===== src/rtl/mips_ctrl_defs.sv =====
// mips_ctrl_defs: shared constants for the multicycle MIPS control path.
// Holds the FSM state encoding, the opcode/funct constants and the mux-select
// codes that both this controller and the datapath blocks decode.
package mips_ctrl_defs;

  // Controller FSM states; the 4-bit encoding is visible on the state port.
  typedef enum logic [3:0] {
    FETCH     = 4'd0,
    DECODE    = 4'd1,
    MEM_ADDR  = 4'd2,
    MEM_READ  = 4'd3,
    MEM_WB    = 4'd4,
    MEM_WRITE = 4'd5,
    R_EXEC    = 4'd6,
    R_WB      = 4'd7,
    BRANCH    = 4'd8,
    JUMP      = 4'd9,
    JAL       = 4'd10,
    JR        = 4'd11,
    ADDI_EXEC = 4'd12,
    ADDI_WB   = 4'd13,
    HALT      = 4'd14
  } state_t;

  // Opcode field, instruction[31:26]
  localparam logic [5:0] OP_RTYPE = 6'b000000;
  localparam logic [5:0] OP_LW    = 6'b100011;
  localparam logic [5:0] OP_SW    = 6'b101011;
  localparam logic [5:0] OP_BEQ   = 6'b000100;
  localparam logic [5:0] OP_ADDI  = 6'b001000;
  localparam logic [5:0] OP_J     = 6'b000010;
  localparam logic [5:0] OP_JAL   = 6'b000011;

  // Funct field, instruction[5:0]
  localparam logic [5:0] FUNCT_JR = 6'b001000;

  // RegDst: register-file write address select
  localparam logic [1:0] REGDST_RT = 2'b00;
  localparam logic [1:0] REGDST_RD = 2'b01;
  localparam logic [1:0] REGDST_RA = 2'b10;

  // MemtoReg: register-file write data select
  localparam logic [1:0] MEMTOREG_ALU = 2'b00;
  localparam logic [1:0] MEMTOREG_MEM = 2'b01;
  localparam logic [1:0] MEMTOREG_PC  = 2'b10;

  // ALUSrcB: ALU operand B select
  localparam logic [1:0] ALUSRCB_REG    = 2'b00;
  localparam logic [1:0] ALUSRCB_FOUR   = 2'b01;
  localparam logic [1:0] ALUSRCB_IMM    = 2'b10;
  localparam logic [1:0] ALUSRCB_BRANCH = 2'b11;

  // ALUOp: ALU control class
  localparam logic [1:0] ALUOP_ADD   = 2'b00;
  localparam logic [1:0] ALUOP_SUB   = 2'b01;
  localparam logic [1:0] ALUOP_FUNCT = 2'b10;

  // PCSource: next-PC select
  localparam logic [1:0] PCSRC_ALU    = 2'b00;
  localparam logic [1:0] PCSRC_BRANCH = 2'b01;
  localparam logic [1:0] PCSRC_JUMP   = 2'b10;
  localparam logic [1:0] PCSRC_REG    = 2'b11;

endpackage


===== src/rtl/mc_dispatch.sv =====
// mc_dispatch: combinational instruction dispatch for the multicycle controller.
// Ports:
//   opcode      - instruction[31:26]
//   funct       - instruction[5:0]
//   decode_next - state entered after DECODE
//   mem_next    - state entered after MEM_ADDR (MEM_READ for lw, MEM_WRITE for sw)
module mc_dispatch
  import mips_ctrl_defs::*;
(
  input  logic [5:0] opcode,
  input  logic [5:0] funct,
  output state_t     decode_next,
  output state_t     mem_next
);

  always_comb begin
    decode_next = HALT;
    case (opcode)
      OP_RTYPE: decode_next = (funct == FUNCT_JR) ? JR : R_EXEC;
      OP_LW,
      OP_SW:    decode_next = MEM_ADDR;
      OP_BEQ:   decode_next = BRANCH;
      OP_ADDI:  decode_next = ADDI_EXEC;
      OP_J:     decode_next = JUMP;
      OP_JAL:   decode_next = JAL;
      default:  decode_next = HALT;
    endcase
  end

  // Only lw and sw reach MEM_ADDR, so a single opcode compare splits them.
  always_comb begin
    mem_next = (opcode == OP_SW) ? MEM_WRITE : MEM_READ;
  end

endmodule


===== src/rtl/mips_multicycle_ctrl.sv =====
// mips_multicycle_ctrl: multicycle MIPS control FSM.
// Ports:
//   clk, reset             - clock, synchronous active-high reset
//   opcode, funct          - instruction fields from the instruction register
//   zero                   - ALU zero flag (gates PCWrite in BRANCH)
//   mem_ready              - memory access completes this cycle
//   PCWrite .. halted      - 1-bit datapath enables / status
//   RegDst .. PCSource     - 2-bit datapath mux selects
//   state                  - current FSM state encoding
//   instr_count            - retired-instruction counter, wraps mod 2^CNT_W
module mips_multicycle_ctrl
  import mips_ctrl_defs::*;
#(
  parameter int unsigned CNT_W = 16
) (
  input  logic             clk,
  input  logic             reset,
  input  logic [5:0]       opcode,
  input  logic [5:0]       funct,
  input  logic             zero,
  input  logic             mem_ready,
  output logic             PCWrite,
  output logic             IRWrite,
  output logic             MemRead,
  output logic             MemWrite,
  output logic             RegWrite,
  output logic             ALUSrcA,
  output logic             halted,
  output logic [1:0]       RegDst,
  output logic [1:0]       MemtoReg,
  output logic [1:0]       ALUSrcB,
  output logic [1:0]       ALUOp,
  output logic [1:0]       PCSource,
  output logic [3:0]       state,
  output logic [CNT_W-1:0] instr_count
);

  state_t           state_q;
  state_t           state_d;
  state_t           decode_next;
  state_t           mem_next;
  logic [CNT_W-1:0] instr_count_q;

  mc_dispatch u_dispatch (
    .opcode      (opcode),
    .funct       (funct),
    .decode_next (decode_next),
    .mem_next    (mem_next)
  );

  // State register
  always_ff @(posedge clk) begin
    if (reset) begin
      state_q <= FETCH;
    end else begin
      state_q <= state_d;
    end
  end

  // Next-state logic
  always_comb begin
    state_d = state_q;
    case (state_q)
      FETCH:     state_d = mem_ready ? DECODE : FETCH;
      DECODE:    state_d = decode_next;
      MEM_ADDR:  state_d = mem_next;
      MEM_READ:  state_d = mem_ready ? MEM_WB : MEM_READ;
      MEM_WB:    state_d = FETCH;
      MEM_WRITE: state_d = mem_ready ? FETCH : MEM_WRITE;
      R_EXEC:    state_d = R_WB;
      R_WB:      state_d = FETCH;
      BRANCH:    state_d = FETCH;
      JUMP:      state_d = FETCH;
      JAL:       state_d = FETCH;
      JR:        state_d = FETCH;
      ADDI_EXEC: state_d = ADDI_WB;
      ADDI_WB:   state_d = FETCH;
      HALT:      state_d = HALT;
      default:   state_d = FETCH;
    endcase
  end

  // Output decode; everything not listed for a state stays 0.
  always_comb begin
    PCWrite  = 1'b0;
    IRWrite  = 1'b0;
    MemRead  = 1'b0;
    MemWrite = 1'b0;
    RegWrite = 1'b0;
    ALUSrcA  = 1'b0;
    halted   = 1'b0;
    RegDst   = '0;
    MemtoReg = '0;
    ALUSrcB  = '0;
    ALUOp    = '0;
    PCSource = '0;
    case (state_q)
      FETCH: begin
        MemRead = 1'b1;
        ALUSrcB = ALUSRCB_FOUR;
        IRWrite = mem_ready;
        PCWrite = mem_ready;
      end
      DECODE: begin
        ALUSrcB = ALUSRCB_BRANCH;
      end
      MEM_ADDR: begin
        ALUSrcA = 1'b1;
        ALUSrcB = ALUSRCB_IMM;
      end
      MEM_READ: begin
        MemRead = 1'b1;
      end
      MEM_WB: begin
        RegWrite = 1'b1;
        RegDst   = REGDST_RT;
        MemtoReg = MEMTOREG_MEM;
      end
      MEM_WRITE: begin
        MemWrite = 1'b1;
      end
      R_EXEC: begin
        ALUSrcA = 1'b1;
        ALUOp   = ALUOP_FUNCT;
      end
      R_WB: begin
        RegWrite = 1'b1;
        RegDst   = REGDST_RD;
      end
      BRANCH: begin
        ALUSrcA  = 1'b1;
        ALUOp    = ALUOP_SUB;
        PCSource = PCSRC_BRANCH;
        PCWrite  = zero;
      end
      JUMP: begin
        PCSource = PCSRC_JUMP;
        PCWrite  = 1'b1;
      end
      JAL: begin
        PCSource = PCSRC_JUMP;
        PCWrite  = 1'b1;
        RegWrite = 1'b1;
        RegDst   = REGDST_RA;
        MemtoReg = MEMTOREG_PC;
      end
      JR: begin
        PCSource = PCSRC_REG;
        PCWrite  = 1'b1;
      end
      ADDI_EXEC: begin
        ALUSrcA = 1'b1;
        ALUSrcB = ALUSRCB_IMM;
      end
      ADDI_WB: begin
        RegWrite = 1'b1;
        RegDst   = REGDST_RT;
      end
      HALT: begin
        halted = 1'b1;
      end
      default: begin
      end
    endcase
  end

  // An instruction retires on every return to FETCH from elsewhere.
  always_ff @(posedge clk) begin
    if (reset) begin
      instr_count_q <= '0;
    end else if ((state_d == FETCH) && (state_q != FETCH)) begin
      instr_count_q <= instr_count_q + CNT_W'(1);
    end
  end

  assign state       = state_q;
  assign instr_count = instr_count_q;

  a_mem_excl: assert property (@(posedge clk) !(MemRead && MemWrite));

endmodule


===== config.mk =====
export PLATFORM = sky130hd
export DESIGN_NAME = mips_multicycle_ctrl
export DESIGN_NICKNAME = d
export VERILOG_FILES = /design/src/rtl/mips_ctrl_defs.sv /design/src/rtl/mc_dispatch.sv /design/src/rtl/mips_multicycle_ctrl.sv
export SDC_FILE = /design/constraint.sdc
export NUM_CORES = 1
export LEC_CHECK = 0
export CELL_PAD_IN_SITES_DETAIL_PLACEMENT = 1
export CELL_PAD_IN_SITES_GLOBAL_PLACEMENT = 2
export CORE_ASPECT_RATIO = 1.1
export CORE_MARGIN = 2
export CORE_UTILIZATION = 25
export CTS_BUF_LIST = sky130_fd_sc_hd__clkbuf_8
export DETAILED_ROUTE_END_ITERATION = 8
export GPL_ROUTABILITY_DRIVEN = 0
export PLACE_DENSITY_LB_ADDON = 0.1
export SETUP_SLACK_MARGIN = 0.5
export SYNTH_ARGS = -nofsm -noshare
export SYNTH_HDL_FRONTEND = slang
export SYNTH_HIERARCHICAL = 1
export SYNTH_SLANG_ARGS = --single-unit
export TNS_END_PERCENT = 30

===== constraint.sdc =====
create_clock -name clk -period 3.7 [get_ports clk]
set_clock_uncertainty 0.1 [all_clocks]
set_input_delay 0.555 -clock clk [delete_from_list [all_inputs] [get_ports clk]]
set_output_delay 0.555 -clock clk [all_outputs]
set_load 0.01 [all_outputs]

---- Yosys cells after proc, flatten, opt, wreduce, memory -nomap -nowiden ----
Cells that the tools add are included.
operators by class
  $add $sub $neg .......................... 1
  multipliers ............................. 0
  divide/modulo/power cells ............... 0
  $lt $le $gt $ge ......................... 0
  eq/ne operators ......................... 21
  shift-type cells ........................ 0
  multiplexer cells ....................... 19
  bitwise logic cells ..................... 0
  reductions and logical operators ........ 12
operators with widths
  cell                                           count
  one-hot mux 4 bit (8 select lines)             1
  == test 4 bit, second input constant           7
  one-hot mux 4 bit (6 select lines)             1
  adder 16 x 1 -> 16 bit, second input constant  1
  == test 4 x 3 -> 1 bit, second input constant  4
  == test 6 x 2 -> 1 bit, second input constant  2
  == test 6 x 4 -> 1 bit, second input constant  2
  == test 6 bit, second input constant           2
  one-hot mux 2 bit (2 select lines)             3
  one-hot mux 2 bit (3 select lines)             2
  two-way mux 3 bit                              3
  == test 4 x 2 -> 1 bit, second input constant  2
  logical NOT 4 bit                              2
  OR reduction 2 bit                             4
  OR reduction 4 bit                             2
  two-way mux 1 bit                              7
  == test 6 x 3 -> 1 bit, second input constant  1
  logical NOT 6 bit                              1
  == test 4 x 1 -> 1 bit, second input constant  1
  two-way mux 4 bit                              1
  nonzero test 4 bit                             1
  one-hot mux 1 bit (3 select lines)             1
  OR reduction 3 bit                             1
  logical AND 1 bit                              1
storage, ports and cells
  register bits ........................... 20
  latch bits .............................. 0
  RAM bits ................................ 0
  bits in read-only memories .............. 0
  input bits .............................. 16
  output and inout bits ................... 37
  word-level logic and storage cells ...... 55
  memories kept ........................... 0

---- Logic depth before layout (Yosys ltp) ----
Gate-level depths: netlist of run 1.
  depth in word-level cells ............... 6
  gate-level depth with buffers ........... 11
  gate-level depth less buffers ........... 9

---- By module ----
Netlist of run 1, hierarchy kept.
modules (own cells, without submodules)
  module                instances  cells an instance  area an instance (µm²)  sequential area each (µm²)
  mips_multicycle_ctrl  1          177                1366.3                  400.4
  mc_dispatch           1          28                 162.7                   0.0

---- Least setup slack after synthesis of run 1 ----
Ideal clock, no wire load.
  path type ............................... input -> register
  from .................................... in funct[1]
  to ...................................... reg instr_count_q[2] (netlist: instr_count[2])
  setup time .............................. 0.123 ns
  arrival ................................. 2.676 ns
  path slack .............................. 0.801 ns
  stages on the path ...................... 10
  buffers on the path ..................... 1
  path through ............................ or4b_1 -> or3_1 -> a21oi_1 -> inv_1 -> a221oi_1 -> o21ai_1 -> nand4_2 -> buf_4 -> nor3_1 -> mux2_1
on the way
  cells in the longest elaborated chain, start to end .. 6
RTL lines
  what                                RTL line                     RTL
  start: declaration                  mips_multicycle_ctrl.sv:19   input logic [5:0] funct,
  == test 6 x 4 -> 1 bit              mc_dispatch.sv:19            OP_RTYPE: decode_next = (funct == FUNCT_JR) ? JR : R_EXEC;
  two-way mux 4 bit                   mc_dispatch.sv:19
  one-hot mux 4 bit (6 select lines)  mc_dispatch.sv:18            case (opcode)
  net decode_next[0]                  mips_multicycle_ctrl.sv:40   state_t decode_next;
  one-hot mux 4 bit (8 select lines)  mips_multicycle_ctrl.sv:63   case (state_q)
  logical NOT 4 bit                   mips_multicycle_ctrl.sv:171  end else if ((state_d == FETCH) && (state_q != FETCH)) begin
  logical AND 1 bit                   mips_multicycle_ctrl.sv:171
  end signal: assignment              mips_multicycle_ctrl.sv:172  instr_count_q <= instr_count_q + CNT_W'(1);
  end: declaration                    mips_multicycle_ctrl.sv:42   logic [CNT_W-1:0] instr_count_q;
The timed path passes the listed nets, and every way through them passes these cells.
A chain may end at the register's enable or synchronous reset.

---- Final worst setup path of run 1 ----
  from .................................... in opcode[3]
  to ...................................... reg instr_count_q[5] (netlist: instr_count[5])
on the way
  cells in the longest elaborated chain, start to end .. 6
  elaborated cells between the ends (all ways) .. 13
  classes of those cells .................. eq/ne (6); mux (3); reduce/logical (4)
RTL lines
  what                                    RTL line                     RTL
  start: declaration                      mips_multicycle_ctrl.sv:18   input logic [5:0] opcode,
  == test 6 bit                           mc_dispatch.sv:18
  OR reduction 2 bit                      mc_dispatch.sv:18
  one-hot mux 4 bit (6 select lines) (*)  mc_dispatch.sv:18
  net decode_next[2]                      mips_multicycle_ctrl.sv:40
  one-hot mux 4 bit (8 select lines) (*)  mips_multicycle_ctrl.sv:63
  logical NOT 4 bit (*)                   mips_multicycle_ctrl.sv:171
  logical AND 1 bit (*)                   mips_multicycle_ctrl.sv:171
Mark *: on every way through the listed nets, which the timed path passes. The rest lies on a longest branch.

==> tab_implementation.tex, run 1 <==
\begin{tabular}{lr}
\hline
Metric & Value \\
\hline
\multicolumn{2}{l}{\textbf{Outcome}} \\
\quad Outcome & complete, no violations \\
\multicolumn{2}{l}{\textbf{Timing}} \\
\quad Actual transition at the worst max-transition pin & 900 ps \\
\quad Hold violation total from the final report & 0 \\
\quad Worst Hold Margin & between 300 and 400 ps \\
\quad Setup Total Neg Slack & 0 ps \\
\quad Count of final setup violators & 0 \\
\quad Setup slack of the critical path after layout & $\sim$630 ps \\
\quad Max\_slew headroom & 0.398 \\
\quad Share of the clock period used by the worst path & 0.828 \\
\quad RSZ-0062 raised after global routing & no \\
\quad Min Tclk post-route & 3070 ps \\
\quad Final Max Tran Viols & 0 \\
\quad Max Fclk & 326 MHz \\
\multicolumn{2}{l}{\textbf{Die}} \\
\quad Floorplan core area & between 5000 and 6000 um2 \\
\quad Die outline area & 6760 um2 \\
\quad Standard-cell rows & 29 \\
\quad Number of placed I/O pins & 53 \\
\quad Width of the die & between 70 and 80 um \\
\quad Effective utilization at floorplan & 0.262 \\
\quad Height of the chip & $\sim$86 um \\
\multicolumn{2}{l}{\textbf{Synthesis}} \\
\quad Netlist area before placement & between 1500 and 2000 um2 \\
\quad Primary FF master, synth & sky130\_fd\_sc\_hd\_\_dfxtp\_1 \\
\quad Synthesized area per cell & 7.46 um2 \\
\quad Yosys warning total & 6 \\
\quad Synthesized netlist net count & around 220 \\
\quad Number of synthesized flops with an enable pin & 0 \\
\quad Number of distinct library cells after synthesis & slightly above 50 \\
\quad Share of the yosys chip area belonging to registers & 0.262 \\
\quad Gate count of the mapped netlist & between 200 and 250 \\
\quad Count of state elements after synthesis & 20 \\
\quad Async set-reset flop share out of synthesis & 0 \\
\multicolumn{2}{l}{\textbf{Clock network}} \\
\quad Clock latency at the later pin of the worst-skew pair & between 200 and 300 ps \\
\quad Number of buffers inserted during clock tree synthesis & 3 \\
\quad TritonCTS clock tree & done \\
\quad Clk Tree Root Cell & sky130\_fd\_sc\_hd\_\_clkbuf\_8 \\
\quad Clock-pin slew on the worst setup and hold paths & roughly 80 ps \\
\quad H-tree levels & 1 \\
\quad Number of buffers on the longest clock path & 2 \\
\quad TritonCTS sink count & 20 \\
\multicolumn{2}{l}{\textbf{Final layout}} \\
\quad Post-route core utilization & 0.381 \\
\quad Final-stage net count & $\sim$270 \\
\quad Antenna cells & 0 \\
\quad Most common cell after layout, fill and taps aside & sky130\_fd\_sc\_hd\_\_clkdlybuf4s50\_1 \\
\quad Share of layout cells above drive strength 1 & 0.129 \\
\quad Area overhead of the layout relative to synthesis & 45.4\% \\
\quad Most used cells in the layout excluding fill and tap cells & sky130\_fd\_sc\_hd\_\_clkdlybuf4s50\_1, sky130\_fd\_sc\_hd\_\_nor2\_1, sky130\_fd\_sc\_hd\_\_dfxtp\_1 \\
\multicolumn{2}{l}{\textbf{Global routing}} \\
\quad Number of antenna violations at the first check in global routing & 0 \\
\quad Final global-route overflow total & 0 \\
\quad Maximum number of pins on one net before global-route repair & 25 \\
\quad Via count of the first global-routing pass & approximately 1700 \\
\quad Global-route wire length before repair & between 7 and 8 mm \\
\quad Global routing usage summed across all routing layers & 0.137 \\
\multicolumn{2}{l}{\textbf{Routing}} \\
\quad Met3 Routed Length & between 100 and 150 um \\
\quad Top metal layer carrying routed signals & met4 \\
\quad Number of nets with antenna violations after routing & 0 \\
\quad DRT iter0 DRCs & 40 \\
\quad DRC viols & 0 \\
\quad Avg WL per Cell & around 14 um \\
\quad Via count normalized by instance count & around 5 \\
\quad Count of vias placed by the detailed router & approximately 1600 \\
\quad Met1 layer wirelength in the final routing & $\sim$2.2 mm \\
\quad Final Routed Wirelength & between 4 and 5 mm \\
\quad Pre-antenna DRT Iters & 3 \\
\quad Routed wire length on met2 & 2.20 mm \\
\multicolumn{2}{l}{\textbf{Power and ir drop}} \\
\quad Reported leakage power & roughly 0.76 nW \\
\quad Maximum resistive drop on vdd & 0.235 mV \\
\quad Pwr Density & around 360 nW/um2 \\
\multicolumn{2}{l}{\textbf{Critical path}} \\
\quad Launch point of the critical path & opcode[3] \\
\quad Data arrival at the endpoint of the critical path & 3110 ps \\
\quad CP Capture Point & instr\_count[5] \\
\quad Cells on worst reg2reg path & 7 \\
\quad Required time of the critical path & roughly 3800 ps \\
\quad Reg-to-reg setup timing slack & roughly 1200 ps \\
\quad Reg-to-reg startpoint & state[1] \\
\quad WS Path Type & input pin to flip-flop \\
\quad Kind of capture point of the worst setup path & flip-flop \\
\quad Element type at the critical path start & input pin \\
\quad Worst R2R End & instr\_count[15] \\
\quad Critical-path maximum fanout & 4 \\
\multicolumn{2}{l}{\textbf{Place}} \\
\quad Placement Setup Slack & around 240 ps \\
\quad Placed wire-length estimate & roughly 3.4 mm \\
\quad Number of input and output port buffers inserted & 52 \\
\multicolumn{2}{l}{\textbf{Hold path}} \\
\quad Number of stages on the worst hold path & 2 \\
\quad Worst hold-check path type & flip-flop to flip-flop \\
\multicolumn{2}{l}{\textbf{Flow run}} \\
\quad Number of maximum-capacitance constraint violations & 0 \\
\hline
\end{tabular}
what timing repair did:
item	in CTS	in global routing
setup buffers	0	2
gates resized for setup	0	14
endpoints found under the setup margin	0	13
hold buffers	0	0
endpoints found under the hold margin	0	0
how the worst min path moves through the flow:
stage | to | start | slack [ps]
finish | instr_count[15] | instr_count[15] | 390
global route | instr_count[15] | instr_count[15] | 410
CTS | instr_count[15] | instr_count[15] | 390
detailed placement | instr_count[15] | instr_count[15] | 380
global placement | instr_count[15] | instr_count[15] | 380
floorplan | instr_count[15] | instr_count[15] | 390
where the power goes:
| group | leakage (nW) | internal, W | total [W] | switching, W |
|---|---|---|---|---|
| clock | 0.0357 | 0.000144 | 0.000222 | 0.0000774 |
| combinational | 0.562 | 0.000160 | 0.000328 | 0.000168 |
| sequential | 0.162 | 0.000225 | 0.000256 | 0.0000311 |
| total | 0.759 | 0.000529 | 0.000806 | 0.000276 |
kinds of logic after synthesis:
kind of cell	count (synthesis)	share of synthesized area
other cells	2	0.00491
flops	20	0.262
fa+ha+maj	1	0.00818
xor+xnor	2	0.0115
mux	6	0.0426
buf+inv	23	0.106
simple gates	102	0.370
compound gates	49	0.196
critical path, cell delays in order:
cell,delay (ps)
sky130_fd_sc_hd__clkdlybuf4s50_1,420
sky130_fd_sc_hd__or3_1,360
sky130_fd_sc_hd__o211ai_1,180
sky130_fd_sc_hd__nand4bb_1,140
sky130_fd_sc_hd__nor4bb_2,190
sky130_fd_sc_hd__a31o_1,220
sky130_fd_sc_hd__o21ai_2,200
sky130_fd_sc_hd__buf_6,150
sky130_fd_sc_hd__nand3b_1,140
sky130_fd_sc_hd__nor3_2,230
sky130_fd_sc_hd__mux2_1,330
flip-flops by register name, summed over array words and instances, names as in the netlist:
register     flops
instr_count     16
state            4
layer usage:
| metal | vias up | GRT usage |
|---|---|---|
| met5 | - | 0 |
| met1 | 773 | 0.182 |
| met3 | 2 | 0.0179 |
| li1 | 841 | - |
| met4 | 0 | 0.0239 |
| met2 | 29 | 0.238 |
metrics by stage:
step | cell area (um2) | total power [W] | instances
after floorplan | 1530 | 0.000445 | 205
after global placement | 2080 | 0.000579 | 327
after detailed placement | 2080 | 0.000580 | 327
after CTS | 2150 | 0.000804 | 331
after global routing | 2220 | 0.000864 | 333
final | 2220 | 0.000806 | 333
Yosys cell counts, drive strengths merged (6+ instances only):
library cell  number  share of area
a21oi             20          0.068
or3                7          0.029
o21ai             11          0.038
nor2              30          0.074
nand3              6          0.023
or4                9          0.047
dfxtp             20           0.26
o31ai              8          0.039
nand2             18          0.046
buf               10          0.061
inv               11          0.027
final cells by class:
type                    instances  area [um2]
multi-input cells             162        1010
flip-flops and latches         20         400
repair buffers                 59         599
fillers                       721        3620
inverters                      11        41.3
clock inverters                 1        30.0
clock buffers                   3        41.3
well taps                      77        96.3
Note: power is estimated with default switching activity, not from simulation.
==> inputs of run 2 (changes only) <==
- clock period: 3.7 -> 3.1 ns (I/O delays scaled with it)
==> tab_implementation.tex, run 2 (same netlist as run 1, synthesis figures left out) <==
\begin{tabular}{lr}
\hline
Metric & Value \\
\hline
\multicolumn{2}{l}{\textbf{Place}} \\
\quad Number of instances in the placed design & 345 (+5.5\%) \\
\quad Placement Setup Slack & -226 ps (-469 ps) \\
\quad Total cell area at the placement stage & 2220 um2 (+7.1\%) \\
\quad Placed wire-length estimate & 3.61 mm (+7.5\%) \\
\quad Number of input and output port buffers inserted & 52 (unchanged) \\
\multicolumn{2}{l}{\textbf{Final layout}} \\
\quad Antenna cells & 0 (unchanged) \\
\quad Most common cell after layout, fill and taps aside & sky130\_fd\_sc\_hd\_\_clkdlybuf4s50\_1 \\
\quad Share of layout cells above drive strength 1 & 0.233 (+0.104) \\
\quad Post-route core utilization & 0.414 (+0.0330) \\
\quad Final-stage net count & 293 (+6.9\%) \\
\quad Flip-flop count of the largest register after layout & 16 (unchanged) \\
\quad Area overhead of the layout relative to synthesis & 58.0\% \\
\quad Final Non-Filler Cells & 352 (+5.7\%) \\
\quad Most used cells in the layout excluding fill and tap cells & sky130\_fd\_sc\_hd\_\_clkdlybuf4s50\_1, sky130\_fd\_sc\_hd\_\_nor2\_1, sky130\_fd\_sc\_hd\_\_buf\_4 \\
\quad Post-route design area & 2420 um2 (+8.7\%) \\
\multicolumn{2}{l}{\textbf{Clock network}} \\
\quad Number of hold buffers added after CTS & 0 (unchanged) \\
\quad Clock-pin slew on the worst setup and hold paths & 90 ps (about the same) \\
\quad Clk Tree Root Cell & sky130\_fd\_sc\_hd\_\_clkbuf\_8 \\
\quad H-tree levels & 1 (unchanged) \\
\quad TritonCTS sink count & 20 (unchanged) \\
\quad Number of buffers on the longest clock path & 2 (unchanged) \\
\quad Number of buffers inserted during clock tree synthesis & 3 (unchanged) \\
\quad Clock latency at the later pin of the worst-skew pair & 260 ps (about the same) \\
\quad TritonCTS clock tree & done \\
\multicolumn{2}{l}{\textbf{Timing}} \\
\quad Count of final setup violators & 0 (unchanged) \\
\quad Actual transition at the worst max-transition pin & 847 ps (-53.3 ps) \\
\quad Setup slack of the critical path after layout & 488 ps (-147 ps) \\
\quad Min Tclk post-route & between 2000 and 3000 ps \\
\quad Hold violation total from the final report & 0 (unchanged) \\
\quad Setup Total Neg Slack & 0 ps (unchanged) \\
\quad Share of the clock period used by the worst path & 0.843 \\
\quad Final Max Tran Viols & 0 (unchanged) \\
\quad Max\_slew headroom & 0.433 (+0.0349) \\
\quad RSZ-0062 raised after global routing & yes \\
\quad Max Fclk & around 380 MHz \\
\multicolumn{2}{l}{\textbf{Routing}} \\
\quad Met3 Routed Length & 158 um (+19\%) \\
\quad DRC viols & 0 (unchanged) \\
\quad Final Routed Wirelength & 4.86 mm (+6.0\%) \\
\quad Top metal layer carrying routed signals & met4 \\
\quad Via count normalized by instance count & 4.95 (+0.18\%) \\
\quad Routed wire length on met2 & 2.48 mm (+13\%) \\
\quad DRT iter0 DRCs & 52 (+30\%) \\
\quad Number of nets with antenna violations after routing & 0 (unchanged) \\
\quad Count of vias placed by the detailed router & 1742 (+5.9\%) \\
\quad Avg WL per Cell & 13.8 um (+0.28\%) \\
\quad Pre-antenna DRT Iters & 4 (+1) \\
\quad Met1 layer wirelength in the final routing & 2.19 mm (-2.0\%) \\
\multicolumn{2}{l}{\textbf{Critical path}} \\
\quad Critical-path maximum fanout & 10 (+6) \\
\quad Reg-to-reg startpoint & state[3] \\
\quad Reg-to-reg setup timing slack & 890 ps (-300 ps) \\
\quad Cells on worst reg2reg path & 5 (-2) \\
\quad WS Path Type & input pin to flip-flop \\
\quad Kind of capture point of the worst setup path & flip-flop \\
\quad Launch point of the critical path & opcode[1] \\
\quad CP Capture Point & instr\_count[10] \\
\quad Element type at the critical path start & input pin \\
\quad Data arrival at the endpoint of the critical path & 2710 ps (-400 ps) \\
\quad Required time of the critical path & 3200 ps (-550 ps) \\
\quad Worst R2R End & instr\_count[5] \\
\multicolumn{2}{l}{\textbf{Die}} \\
\quad Height of the chip & 86.0 um (unchanged) \\
\quad Number of placed I/O pins & 53 (unchanged) \\
\quad Width of the die & 78.6 um (unchanged) \\
\quad Standard-cell rows & 29 (unchanged) \\
\quad Die outline area & 6760 um2 (unchanged) \\
\quad Floorplan core area & 5840 um2 (unchanged) \\
\quad Effective utilization at floorplan & 0.262 (unchanged) \\
\multicolumn{2}{l}{\textbf{Flow run}} \\
\quad Number of maximum-capacitance constraint violations & 0 (unchanged) \\
\multicolumn{2}{l}{\textbf{Global routing}} \\
\quad Number of antenna violations at the first check in global routing & 0 (unchanged) \\
\quad Global-route wire length before repair & 8.28 mm (+6.1\%) \\
\quad Maximum number of pins on one net before global-route repair & 18 (-28\%) \\
\quad Final global-route overflow total & 0 (unchanged) \\
\quad Via count of the first global-routing pass & 1790 (+8.2\%) \\
\quad Global routing usage summed across all routing layers & 0.148 (+0.0111) \\
\multicolumn{2}{l}{\textbf{Hold path}} \\
\quad Number of stages on the worst hold path & 2 (unchanged) \\
\quad Worst hold-check path type & flip-flop to flip-flop \\
\multicolumn{2}{l}{\textbf{Power and ir drop}} \\
\quad Reported leakage power & 0.837 nW (+10\%) \\
\quad Maximum resistive drop on vdd & 0.295 mV (+26\%) \\
\quad Pwr Density & 427 nW/um2 (+18\%) \\
\multicolumn{2}{l}{\textbf{Outcome}} \\
\quad Outcome & complete, no violations \\
\hline
\end{tabular}
run 2: cell type report:
type	instances	area (um2)
fill	711	3430
clock buffer	3	41.3
tap	77	96.3
timing repair buffer	78	709
multi-input combinational	162	1090
inverter	11	41.3
clock inverter	1	30.0
sequential	20	407
run 2: timing repair:
action | in CTS | in global routing
setup endpoints to repair | 18 | 23
endpoints found under the hold margin | 0 | 0
buffers inserted | 3 | 0
pin swaps | 19 | 5
resized for setup | 32 | 13
run 2: worst min-delay path by stage:
| stage | start | end |
|---|---|---|
| after detailed placement | instr_count[15] | instr_count[15] |
| after global placement | instr_count[15] | instr_count[15] |
| final | instr_count[15] | instr_count[15] |
| after CTS | instr_count[15] | instr_count[15] |
| after global routing | instr_count[9] | instr_count[9] |
| after floorplan | instr_count[15] | instr_count[15] |
run 2: through the flow:
stage               hold slack (ps)  power, W
CTS                             397   0.00102
detailed placement              380  0.000719
global route                    432   0.00109
floorplan                       394  0.000539
global placement                375  0.000719
finish                          391   0.00103
run 2: worst max-delay path: stages:
cell and delay [ps]:
sky130_fd_sc_hd__dlygate4sd2_1 280, sky130_fd_sc_hd__inv_2 70, sky130_fd_sc_hd__nor4_4 280, sky130_fd_sc_hd__buf_4 160
sky130_fd_sc_hd__a31oi_1 40, sky130_fd_sc_hd__inv_1 90, sky130_fd_sc_hd__o22ai_1 90, sky130_fd_sc_hd__a21oi_2 230
sky130_fd_sc_hd__nand4_4 160, sky130_fd_sc_hd__buf_4 200, sky130_fd_sc_hd__or4_1 500, sky130_fd_sc_hd__a21oi_1 150
run 2: where the power goes:
part	leakage [nW]	internal (W)	switching [W]	total, W
clock network	0.0357	0.000172	0.0000972	0.000270
registers	0.163	0.000270	0.0000268	0.000297
logic	0.638	0.000232	0.000233	0.000465
total	0.837	0.000675	0.000357	0.00103
run 2: metal layers:
metal | global-route usage | vias up
li1 | - | 872
met1 | 0.184 | 833
met2 | 0.270 | 35
met3 | 0.0147 | 2
met4 | 0.0399 | 0
met5 | 0 | -
==> inputs of run 3 (changes only) <==
- CORE_UTILIZATION: 25 -> 23
- clock period: 3.1 -> 2.2 ns (I/O delays scaled with it)
==> tab_implementation.tex, run 3 (same netlist as run 1, synthesis figures left out) <==
\begin{tabular}{lr}
\hline
Metric & Value \\
\hline
\multicolumn{2}{l}{\textbf{Outcome}} \\
\quad Outcome & finished, violations left \\
\quad Violations in the final reports & negative setup slack \\
\multicolumn{2}{l}{\textbf{Die}} \\
\quad Number of placed I/O pins & 53 (unchanged) \\
\quad Height of the chip & 89.5 um (+4.1\%) \\
\quad Effective utilization at floorplan & 0.235 (-0.0271) \\
\quad Die outline area & 7320 um2 (+8.3\%) \\
\quad Floorplan core area & 6520 um2 (+12\%) \\
\quad Standard-cell rows & 31 (+6.9\%) \\
\quad Width of the die & 81.7 um (+4.0\%) \\
\multicolumn{2}{l}{\textbf{Timing}} \\
\quad Min Tclk post-route & about 2500 ps \\
\quad Hold violation total from the final report & 0 (unchanged) \\
\quad Count of final setup violators & 17 (+17) \\
\quad Final Max Tran Viols & 0 (unchanged) \\
\quad Share of the clock period used by the worst path & 1.15 \\
\quad RSZ-0062 raised after global routing & yes \\
\quad Worst Hold Margin & 405 ps (+14.3 ps) \\
\quad Max Fclk & just under 400 MHz \\
\quad Setup slack of the critical path after layout & -339 ps (-827 ps) \\
\multicolumn{2}{l}{\textbf{Power and ir drop}} \\
\quad Part of the total power dissipated in the clock network & 0.224 (-0.037) \\
\quad Share of total power consumed by net switching & 0.352 (+0.00586) \\
\quad Pwr Total & 0.00171 W (+66\%) \\
\quad Reported leakage power & 1.16 nW (+38\%) \\
\quad Pwr Density & 591 nW/um2 (+38\%) \\
\quad Cell-internal power & 0.00111 W (+65\%) \\
\quad Switching power & 0.000603 W (+69\%) \\
\quad Reg power frac & 0.241 (-0.047) \\
\quad Maximum resistive drop on vdd & 0.382 mV (+29\%) \\
\quad Share of total power in combinational logic & 0.535 (+0.084) \\
\multicolumn{2}{l}{\textbf{Routing}} \\
\quad Via count normalized by instance count & 4.82 (-2.6\%) \\
\quad DRT iter0 DRCs & 54 (+3.8\%) \\
\quad Count of vias placed by the detailed router & 1919 (+10\%) \\
\quad Number of nets with antenna violations after routing & 0 (unchanged) \\
\quad DRC viols & 0 (unchanged) \\
\quad Pre-antenna DRT Iters & 4 (unchanged) \\
\quad Avg WL per Cell & 14.1 um (+2.3\%) \\
\quad Final Routed Wirelength & 5.62 mm (+16\%) \\
\multicolumn{2}{l}{\textbf{Hold path}} \\
\quad Worst hold-check path type & flip-flop to flip-flop \\
\multicolumn{2}{l}{\textbf{Critical path}} \\
\quad Reg-to-reg setup timing slack & 0 ps (-890 ps) \\
\quad Kind of capture point of the worst setup path & flip-flop \\
\quad Critical-path maximum fanout & 7 (-3) \\
\quad Cells on worst reg2reg path & 8 (+3) \\
\quad Launch point of the critical path & funct[2] \\
\quad Element type at the critical path start & input pin \\
\quad CP Capture Point & instr\_count[5] \\
\quad Required time of the critical path & 2260 ps (-940 ps) \\
\quad Reg-to-reg startpoint & state[0] \\
\quad Worst R2R End & instr\_count[13] \\
\quad WS Path Type & input pin to flip-flop \\
\quad Data arrival at the endpoint of the critical path & 2600 ps (-110 ps) \\
\multicolumn{2}{l}{\textbf{Clock network}} \\
\quad Number of hold buffers added after CTS & 0 (unchanged) \\
\quad Number of buffers on the longest clock path & 2 (unchanged) \\
\quad Clock-pin slew on the worst setup and hold paths & 90 ps (about the same) \\
\quad Number of buffers inserted during clock tree synthesis & 3 (unchanged) \\
\quad Clock latency at the later pin of the worst-skew pair & 270 ps (about the same) \\
\quad Clk Tree Root Cell & sky130\_fd\_sc\_hd\_\_clkbuf\_8 \\
\quad TritonCTS clock tree & done \\
\quad TritonCTS sink count & 20 (unchanged) \\
\quad H-tree levels & 1 (unchanged) \\
\multicolumn{2}{l}{\textbf{Final layout}} \\
\quad Reg area & 412 um2 (+1.2\%) \\
\quad Final Non-Filler Cells & 398 (+13\%) \\
\quad Post-route core utilization & 0.445 (+0.0315) \\
\quad Most used cells in the layout excluding fill and tap cells & sky130\_fd\_sc\_hd\_\_buf\_4, sky130\_fd\_sc\_hd\_\_nor2\_1, sky130\_fd\_sc\_hd\_\_clkdlybuf4s50\_1, sky130\_fd\_sc\_hd\_\_buf\_6 \\
\quad Area of the multi-input gates & 1260 um2 (+16\%) \\
\quad Area overhead of the layout relative to synthesis & 89.7\% \\
\quad Flip-flop count of the largest register after layout & 16 (unchanged) \\
\quad Final-stage net count & 334 (+14\%) \\
\quad Most common cell after layout, fill and taps aside & sky130\_fd\_sc\_hd\_\_buf\_4 \\
\quad Filler Cells Inserted & 794 (+12\%) \\
\quad Share of layout cells above drive strength 1 & 0.509 (+0.277) \\
\quad Antenna cells & 0 (unchanged) \\
\multicolumn{2}{l}{\textbf{Global routing}} \\
\quad Number of antenna violations at the first check in global routing & 0 (unchanged) \\
\quad Final global-route overflow total & 0 (unchanged) \\
\quad Via count of the first global-routing pass & 1927 (+7.7\%) \\
\quad Global-route wire length before repair & 9.18 mm (+11\%) \\
\quad Global routing usage summed across all routing layers & 0.157 (+0.00976) \\
\quad Maximum number of pins on one net before global-route repair & 13 (-5) \\
\multicolumn{2}{l}{\textbf{Place}} \\
\quad Number of instances in the placed design & 381 (+10\%) \\
\quad Number of input and output port buffers inserted & 52 (unchanged) \\
\quad Placed wire-length estimate & 4.05 mm (+12\%) \\
\multicolumn{2}{l}{\textbf{Flow run}} \\
\quad Number of maximum-capacitance constraint violations & 0 (unchanged) \\
\hline
\end{tabular}
## run 3: worst min-delay path by stage
stage / startpoint / to / slack, ps / depth (start not counted)
floorplan: instr_count[15] / instr_count[15] / 390 / 2
detailed placement: instr_count[15] / instr_count[15] / 390 / 2
CTS: instr_count[15] / instr_count[15] / 410 / 2
finish: instr_count[7] / instr_count[7] / 400 / 2
global route: instr_count[15] / instr_count[15] / 430 / 2
global placement: instr_count[15] / instr_count[15] / 380 / 2
## run 3: final cells by class
type / count / share of cell area
timing repair buffer: 118 / 0.349
tap: 82 / 0.0354
clock buffer: 3 / 0.0142
multi-input combinational: 163 / 0.435
clock inverter: 1 / 0.0104
inverter: 11 / 0.0142
sequential: 20 / 0.142
## run 3: per-stage QoR
| stage | cell area, um2 | setup slack (ps) | TNS (ps) |
|---|---|---|---|
| floorplan | 1560 | -404 | -5280 |
| global placement | 2460 | -957 | -15170 |
| detailed placement | 2460 | -1020 | -15680 |
| CTS | 2730 | -330 | -4360 |
| global route | 2900 | -473 | -6990 |
| finish | 2900 | -339 | -4670 |
## run 3: power groups by stage
stage                     registers, W  clock network [W]  logic [W]
after floorplan               0.000414                  0   0.000346
after global placement        0.000417                  0   0.000683
after detailed placement      0.000418                  0   0.000688
after CTS                     0.000413           0.000393   0.000849
after global routing          0.000417           0.000408    0.00100
final                         0.000412           0.000384   0.000918
## run 3: repair_timing
action,in CTS,in global routing
resized for setup,120,58
cloned,1,0
pin swaps,31,29
setup buffers,12,0
setup endpoints to repair,43,49
## run 3: per-layer routing
metal | part of all wire | vias to the layer above | wire length (um) | track usage
met5 | 0 | - | 0 | 0
met4 | 0.0071 | 0 | 40 | 0.0318
met3 | 0.023 | 4 | 129 | 0.0131
met2 | 0.54 | 25 | 3020 | 0.296
met1 | 0.43 | 930 | 2430 | 0.194
li1 | - | 960 | - | -
## run 3: worst max-delay path, stage by stage
cell                       delay, ps
sky130_fd_sc_hd__buf_6            90
sky130_fd_sc_hd__or4b_4          520
sky130_fd_sc_hd__or3_4           420
sky130_fd_sc_hd__a21oi_4         170
sky130_fd_sc_hd__inv_2            40
sky130_fd_sc_hd__a221oi_2        280
sky130_fd_sc_hd__o21ai_2         120
sky130_fd_sc_hd__nand4_4         140
sky130_fd_sc_hd__buf_4           140
sky130_fd_sc_hd__nor3_2           40
sky130_fd_sc_hd__mux2_4          290
